`src/rtl/byte_bank_reader_pkg.sv`:
```
// Shared types and constants for the byte bank reader.
package byte_bank_reader_pkg;

  localparam int BYTE_W = 8;

  typedef enum logic [1:0] {
    IDLE = 2'd0,
    READ = 2'd1,
    DONE = 2'd2
  } state_t;

  function automatic logic even_parity(input logic [BYTE_W-1:0] b);
    return ^b;
  endfunction

endpackage

```
`src/rtl/byte_bank_reader_select.sv`:
```
// Combinational DEPTH-to-1 byte mux over the flattened bank.
module byte_select
  import byte_bank_reader_pkg::*;
#(
  parameter  int DEPTH  = 8,
  localparam int ADDR_W = $clog2(DEPTH)
) (
  input  logic [DEPTH*BYTE_W-1:0] bank,
  input  logic [ADDR_W-1:0]       addr,
  output logic [BYTE_W-1:0]       data
);

  assign data = bank[int'(addr)*BYTE_W +: BYTE_W];

endmodule

```
`src/rtl/byte_bank_reader.sv`:
```
// Streams a window of bytes from the bank over valid/ready, then pulses done.
// Optional even-parity output enabled by BYTE_BANK_READER_PARITY_EN.
//
// state | meaning
// IDLE  | waiting for start; start_addr/count sampled here
// READ  | out_data valid, advancing on each handshake
// DONE  | one-cycle done pulse, then back to IDLE
module byte_bank_reader
  import byte_bank_reader_pkg::*;
#(
  parameter  int DEPTH  = 8,
  localparam int ADDR_W = $clog2(DEPTH)
) (
  input  logic                    clk,
  input  logic                    rst_n,
  input  logic [DEPTH*BYTE_W-1:0] bank,
  input  logic                    start,
  input  logic [ADDR_W-1:0]       start_addr,
  input  logic [ADDR_W:0]         count,
  output logic                    busy,
  output logic [BYTE_W-1:0]       out_data,
  output logic                    out_valid,
  input  logic                    out_ready,
  output logic                    done
`ifdef BYTE_BANK_READER_PARITY_EN
  ,
  output logic                    out_parity
`endif
);

  localparam int CNT_W = ADDR_W + 1;
  localparam logic [CNT_W-1:0] DEPTH_CNT = CNT_W'(DEPTH);

  if ((DEPTH < 2) || ((DEPTH & (DEPTH - 1)) != 0)) begin : g_bad_depth
    $error("byte_bank_reader: DEPTH must be a power of two and at least 2");
  end

  state_t             state;
  logic [ADDR_W-1:0]  addr;
  logic [ADDR_W-1:0]  sel_addr;
  logic [CNT_W-1:0]   remaining;
  logic [CNT_W-1:0]   load_count;
  logic [BYTE_W-1:0]  sel_byte;
  logic               handshake;
  logic               last_beat;
  logic               first_load;
  logic               load_byte;

  assign load_count = (count > DEPTH_CNT) ? DEPTH_CNT : count;
  assign handshake  = out_valid & out_ready;
  assign last_beat  = (remaining == CNT_W'(1));
  assign first_load = (state == IDLE) && start && (load_count != '0);
  assign load_byte  = first_load || ((state == READ) && handshake && !last_beat);

  // In IDLE the mux looks at the requested start byte; in READ it prefetches the next one.
  assign sel_addr = (state == IDLE) ? start_addr : addr + ADDR_W'(1);

  byte_select #(
    .DEPTH (DEPTH)
  ) u_byte_select (
    .bank (bank),
    .addr (sel_addr),
    .data (sel_byte)
  );

  always_ff @(posedge clk or negedge rst_n) begin
    if (!rst_n) begin
      state     <= IDLE;
      busy      <= 1'b0;
      out_valid <= 1'b0;
      out_data  <= '0;
      done      <= 1'b0;
      addr      <= '0;
      remaining <= '0;
    end else begin
      if (load_byte) begin
        out_data <= sel_byte;
      end
      case (state)
        IDLE: begin
          if (start) begin
            addr      <= start_addr;
            remaining <= load_count;
            busy      <= 1'b1;
            if (load_count != '0) begin
              out_valid <= 1'b1;
              state     <= READ;
            end else begin
              done  <= 1'b1;
              state <= DONE;
            end
          end
        end
        READ: begin
          if (handshake) begin
            addr      <= addr + ADDR_W'(1);
            remaining <= remaining - CNT_W'(1);
            if (last_beat) begin
              out_valid <= 1'b0;
              done      <= 1'b1;
              state     <= DONE;
            end
          end
        end
        DONE: begin
          done  <= 1'b0;
          busy  <= 1'b0;
          state <= IDLE;
        end
        default: begin
          state <= IDLE;
        end
      endcase
    end
  end

`ifdef BYTE_BANK_READER_PARITY_EN
  // Loaded on the same condition as out_data so the two never disagree.
  always_ff @(posedge clk or negedge rst_n) begin
    if (!rst_n) begin
      out_parity <= 1'b0;
    end else if (load_byte) begin
      out_parity <= even_parity(sel_byte);
    end
  end
`endif

endmodule

```
`config.mk`:
```
export PLATFORM = sky130hd
export DESIGN_NAME = byte_bank_reader
export DESIGN_NICKNAME = d
export VERILOG_FILES = /design/src/rtl/byte_bank_reader_pkg.sv /design/src/rtl/byte_bank_reader_select.sv /design/src/rtl/byte_bank_reader.sv
export SDC_FILE = /design/constraint.sdc
export NUM_CORES = 1
export LEC_CHECK = 0
export BUFFER_PORTS_ARGS = -buffer_cell sky130_fd_sc_hd__buf_2
export CAP_MARGIN = 20
export CELL_PAD_IN_SITES_DETAIL_PLACEMENT = 0
export CELL_PAD_IN_SITES_GLOBAL_PLACEMENT = 1
export CORE_UTILIZATION = 35
export DETAILED_ROUTE_END_ITERATION = 8
export GPL_TIMING_DRIVEN = 0
export PLACE_DENSITY = 0.77
export SLEW_MARGIN = 20
export SYNTH_ARGS = -nofsm -noshare
export SYNTH_HDL_FRONTEND = slang
export SYNTH_HIERARCHICAL = 1
export SYNTH_SLANG_ARGS = --single-unit
```
`constraint.sdc`:
```
create_clock -name clk -period 3.27 [get_ports clk]
set_clock_uncertainty 0.15 [all_clocks]
set_input_delay 0.654 -clock clk [delete_from_list [all_inputs] [get_ports clk]]
set_output_delay 0.654 -clock clk [all_outputs]
set_load 0.03 [all_outputs]
```
==> results_tabular.tex <==
\begin{tabular}{lr}
\hline
Metric & Value \\
\hline
\multicolumn{2}{l}{\textbf{Status}} \\
\quad Status & finished with violations \\
\quad Violations in the final reports & design-rule violations \\
\multicolumn{2}{l}{\textbf{Routing}} \\
\quad Wirelength per Cell & 16.35 um \\
\quad Number of detailed-routing iterations run before antenna repair & 6 \\
\quad Number of DRC violations after detailed-routing iteration 0 & 67 \\
\quad Routed vias & roughly 1,400 \\
\quad Post-route ant nets & 0 \\
\quad Residual DRC count & 2 \\
\quad Via density & between 5 and 6 \\
\quad Routed wire length & 4.397 mm \\
\multicolumn{2}{l}{\textbf{STA}} \\
\quad Final Setup Violations & 0 \\
\quad Total count of hold-check failures in the final report & 0 \\
\quad Setup repair after global routing missed its margin & false \\
\quad Final-layout worst hold slack & 187.1 ps \\
\quad Least-Margin Pin Slew & $\sim$540 ps \\
\quad Sum of negative setup slack & 0 ps \\
\quad Final critical-path required period & between 2000 and 3000 ps \\
\quad Max frequency & $\sim$350 MHz \\
\quad Worst max-slew margin expressed relative to the limit & 0.6372 \\
\quad Share of the clock period used by the worst path & 0.8795 \\
\quad Number of slew-limit violations in the final report & 0 \\
\multicolumn{2}{l}{\textbf{Yosys}} \\
\quad Number of warnings reported in the yosys synthesis log & 6 \\
\quad Yosys reg bits & 20 \\
\quad Fraction of synthesized area in multiplexers & 0.4118 \\
\quad Mapped Cells & 128 \\
\quad Post-Synth Adder-Cell Area & 0.02234 \\
\quad Synthesized-area fraction occupied by ao, oa, aoi and oai cells & 0.1028 \\
\quad Mean Syn Cell Area & roughly 13 um\^{}2 \\
\quad Post-synthesis share of cell area spent on xor and xnor gates & 0.005212 \\
\quad Main combinational cell family by area after synthesis & multiplexers \\
\quad Synthesized netlist net count & 206 \\
\quad Distinct cell type count after synthesis & 40 \\
\quad Simple-Gate Fraction of Synth Area & 0.1117 \\
\quad Post-synthesis instance area & between 1500 and 2000 um\^{}2 \\
\quad Seq/Total Area, Yosys & 0.2978 \\
\multicolumn{2}{l}{\textbf{Worst setup path}} \\
\quad Kind of capture point of the worst setup path & flop \\
\quad Top cell family by delay on the critical path & buffers and inverters \\
\quad Cell depth of the worst setup path & 8 \\
\quad Worst Reg2Reg Path Length in Cells & 8 \\
\quad Critical Path Start & state[1] \\
\quad Cell-by-cell listing of the critical path & clkbuf\_1, nor2\_1, o21ai\_0, clkbuf\_1, buf\_2, mux4\_1, mux2\_2, mux2\_2 \\
\quad Worst-path cell with the longest stage delay & sky130\_fd\_sc\_hd\_\_dfrtp\_1 \\
\quad Worst Setup Start Kind & flop \\
\quad Number of buffer and inverter stages on the critical path & 3 \\
\quad Largest fanout of any net on the critical path & 10 \\
\quad Start of the worst register-to-register path & state[1] \\
\quad WP data required & roughly 3300 ps \\
\quad CP Data Arrival Time & approximately 2900 ps \\
\quad Critical path's largest stage delay & $\sim$380 ps \\
\quad Setup CP Type & flop to flop \\
\multicolumn{2}{l}{\textbf{Final layout}} \\
\quad Fillers & around 440 \\
\quad Post-Layout Cell Count & 269 \\
\quad Area overhead of the layout relative to synthesis & 32.46\% \\
\quad Utilization after layout & 0.4975 \\
\quad Nets & around 300 \\
\quad Number of inserted diodes & 0 \\
\quad Share of final-layout standard cells stronger than drive strength 1 & 0.5530 \\
\multicolumn{2}{l}{\textbf{GRT}} \\
\quad First-pass GRT wire length & 7.251 mm \\
\quad Vias in the first global route & approximately 1,500 \\
\quad Number of antenna violations at the first check in global routing & 0 \\
\quad Pin count of the biggest net entering global routing & 21 \\
\quad Combined global-route utilization of all metal layers & 0.1849 \\
\quad Gr ovfl total & 0 \\
\multicolumn{2}{l}{\textbf{CTS}} \\
\quad Clock tree from TritonCTS & done \\
\quad Total number of H-tree levels & 1 \\
\quad Maximum clock path buffer count & 2 \\
\quad Clock latency reported for the late side of the worst-skew pair & $\sim$260 ps \\
\quad CTS buffer count & 3 \\
\quad Number of post-CTS setup repair buffers & 0 \\
\quad Sink count of the clock tree & 20 \\
\quad Cell at the root of the clock tree & sky130\_fd\_sc\_hd\_\_clkbuf\_8 \\
\quad Hold-fix buffer count after cts & 0 \\
\quad Clock transition at the registers of the reported paths & approximately 80 ps \\
\quad Resize count post-CTS & 0 \\
\multicolumn{2}{l}{\textbf{Min path}} \\
\quad Kind of path behind the tightest hold check & primary input to asynchronous set/reset pin \\
\multicolumn{2}{l}{\textbf{Power and ir drop}} \\
\quad Tot Pwr & $\sim$2200 uW \\
\quad Seq pwr share & 0.211 \\
\quad Power density over the cells & between 900 and 1000 nW/um\^{}2 \\
\quad Switching power of the nets & around 900 uW \\
\quad Switching share of power & 0.4050 \\
\quad Leakage power summed over all cells & approximately 0.0011 uW \\
\quad Internal power consumption & about 1300 uW \\
\quad Peak supply drop & 0.5165 mV \\
\quad Proportion of power drawn by combinational gates & 0.703 \\
\quad Fraction of power consumed by the clock network & 0.086 \\
\multicolumn{2}{l}{\textbf{Floorplan}} \\
\quad Die Y-Extent & between 70 and 80 um \\
\quad Site Rows & 24 \\
\quad Total core area & $\sim$4500 um\^{}2 \\
\quad DIE AREA & between 5000 and 6000 um\^{}2 \\
\quad Initial core utilization & 0.3756 \\
\quad Top-level port count & 86 \\
\quad Die boundary width & between 70 and 80 um \\
\multicolumn{2}{l}{\textbf{Placement}} \\
\quad Port Buf Inserts & 85 \\
\quad Final HPWL from detailed placement & approximately 3.7 mm \\
\quad Total placed cells including tap cells & 265 \\
\quad RePlAce Congestion & $\sim$0.78 \\
\multicolumn{2}{l}{\textbf{Job}} \\
\quad \# Max-Cap Violations & 0 \\
\hline
\end{tabular}
[registers in the layout, indices dropped and copies added (netlist names)]
| name | flops |
|---|---|
| busy | 1 |
| addr | 3 |
| done | 1 |
| state | 2 |
| out_data | 8 |
| out_valid | 1 |
| remaining | 4 |
[synthesized netlist by cell type (all sizes together)]
cell	n	share of area
dfrtp	20	0.30
mux2	20	0.13
mux4	16	0.25
buf	6	0.035
nand2	6	0.013
mux2i	5	0.030
nand2b	5	0.019
nor2	5	0.011
a2bb2oi	4	0.021
inv	4	0.0089
o21ai	4	0.012
ha	3	0.022
nor2b	3	0.011
a21oi	2	0.0060
a22oi	2	0.0089
clkbuf	2	0.0045
o22ai	2	0.016
or3	2	0.0074
or3b	2	0.010
a222oi	1	0.0060
a2bb2o	1	0.0060
a41oi	1	0.0052
nand3	1	0.0030
nand3b	1	0.0045
nand4b	1	0.0089
nor3	1	0.0030
nor3b	1	0.0045
nor4	1	0.0074
o211ai	1	0.0074
o21bai	1	0.0045
o31a	1	0.0052
o41ai	1	0.0052
or4b	1	0.0082
xnor2	1	0.0052
[worst register-to-register path, delay by kind of cell, from the launching register on]
kind | cells | cell delay [ps]
AOI/OAI and AO/OA | 1 | 190
buffers and inverters | 3 | 1000
DFF | 1 | 380
muxes | 3 | 880
and+or+nand+nor | 1 | 160
[stage by stage]
stage	worst slack, ps	cell area, um^2
after CTS	346.9	2226
after detailed placement	373.7	2171
after global placement	434.2	2171
after floorplan	756.5	1680
after global routing	235.6	2226
final	393.9	2226
[cell families after synthesis]
logic type | count (synthesis)
AO/OA/AOI/OAI | 21
flip-flops | 20
multiplexers | 41
adder cells (fa/ha/maj) | 3
AND/OR/NAND/NOR | 30
buffers and inverters | 12
XOR/XNOR | 1
[layer usage]
layer | global-route usage | part of all wire | vias to the layer above
met5 | 0 | 0 | -
met4 | 0.07111 | 0.015 | 0
met3 | 0.03235 | 0.018 | 6
met2 | 0.3122 | 0.53 | 20
met1 | 0.2373 | 0.43 | 696
li1 | - | - | 697
[area by class of cell]
type | instances | area [um^2] | share of cell area
clock buffers | 4 | 55.05 | 0.02473
well taps | 52 | 65.06 | 0.02923
plain buffers | 8 | 66.31 | 0.02979
inverters | 4 | 15.01 | 0.006745
multi-input cells | 96 | 1099 | 0.4935
repair buffers | 85 | 425.4 | 0.1911
flip-flops and latches | 20 | 500.5 | 0.2248
[path summary, 6_finish.rpt]
check | endpoint | slack [ps]
max reg2reg | out_data[3] | 390
min in group clk | out_data[6] | 350
min | remaining[2] | 190
max in group asynchronous | addr[0] | 2440
max | out_data[3] | 390
min reg2reg | out_data[6] | 350
[power groups by stage]
| stage | Sequential (uW) | Clock [uW] | Combinational [uW] |
|---|---|---|---|
| 2_1_floorplan | 593 | 0 | 1100 |
| 5_1_grt | 485 | 208 | 1690 |
| 6_report | 467 | 189 | 1560 |
| 3_5_place_dp | 473 | 0 | 1570 |
| 4_1_cts | 468 | 199 | 1580 |
| 3_3_place_gp | 469 | 0 | 1550 |
[layout by cell type (no fill, tap or decap), types with 2 or more instances in the layout]
| master | Yosys | final |
|---|---|---|
| sky130_fd_sc_hd__mux2i_1 | 5 | 5 |
| sky130_fd_sc_hd__nor2b_1 | 3 | 3 |
| sky130_fd_sc_hd__a22oi_1 | 2 | 2 |
| sky130_fd_sc_hd__or3b_1 | 2 | 2 |
| sky130_fd_sc_hd__mux4_1 | 15 | 15 |
| sky130_fd_sc_hd__buf_2 | 1 | 86 |
| sky130_fd_sc_hd__o21ai_0 | 4 | 4 |
| sky130_fd_sc_hd__nand2_1 | 6 | 6 |
| sky130_fd_sc_hd__a21oi_1 | 2 | 2 |
| sky130_fd_sc_hd__a2bb2oi_1 | 4 | 4 |
| sky130_fd_sc_hd__nand2b_1 | 5 | 5 |
| sky130_fd_sc_hd__mux2_2 | 20 | 20 |
| sky130_fd_sc_hd__ha_1 | 3 | 3 |
| sky130_fd_sc_hd__buf_6 | 2 | 2 |
| sky130_fd_sc_hd__inv_1 | 4 | 4 |
| sky130_fd_sc_hd__dfrtp_1 | 20 | 20 |
| sky130_fd_sc_hd__clkbuf_1 | 2 | 2 |
| sky130_fd_sc_hd__or3_1 | 2 | 2 |
| sky130_fd_sc_hd__nor2_1 | 5 | 5 |
| sky130_fd_sc_hd__clkbuf_8 | 0 | 4 |
(Power assumes the default switching activity.)
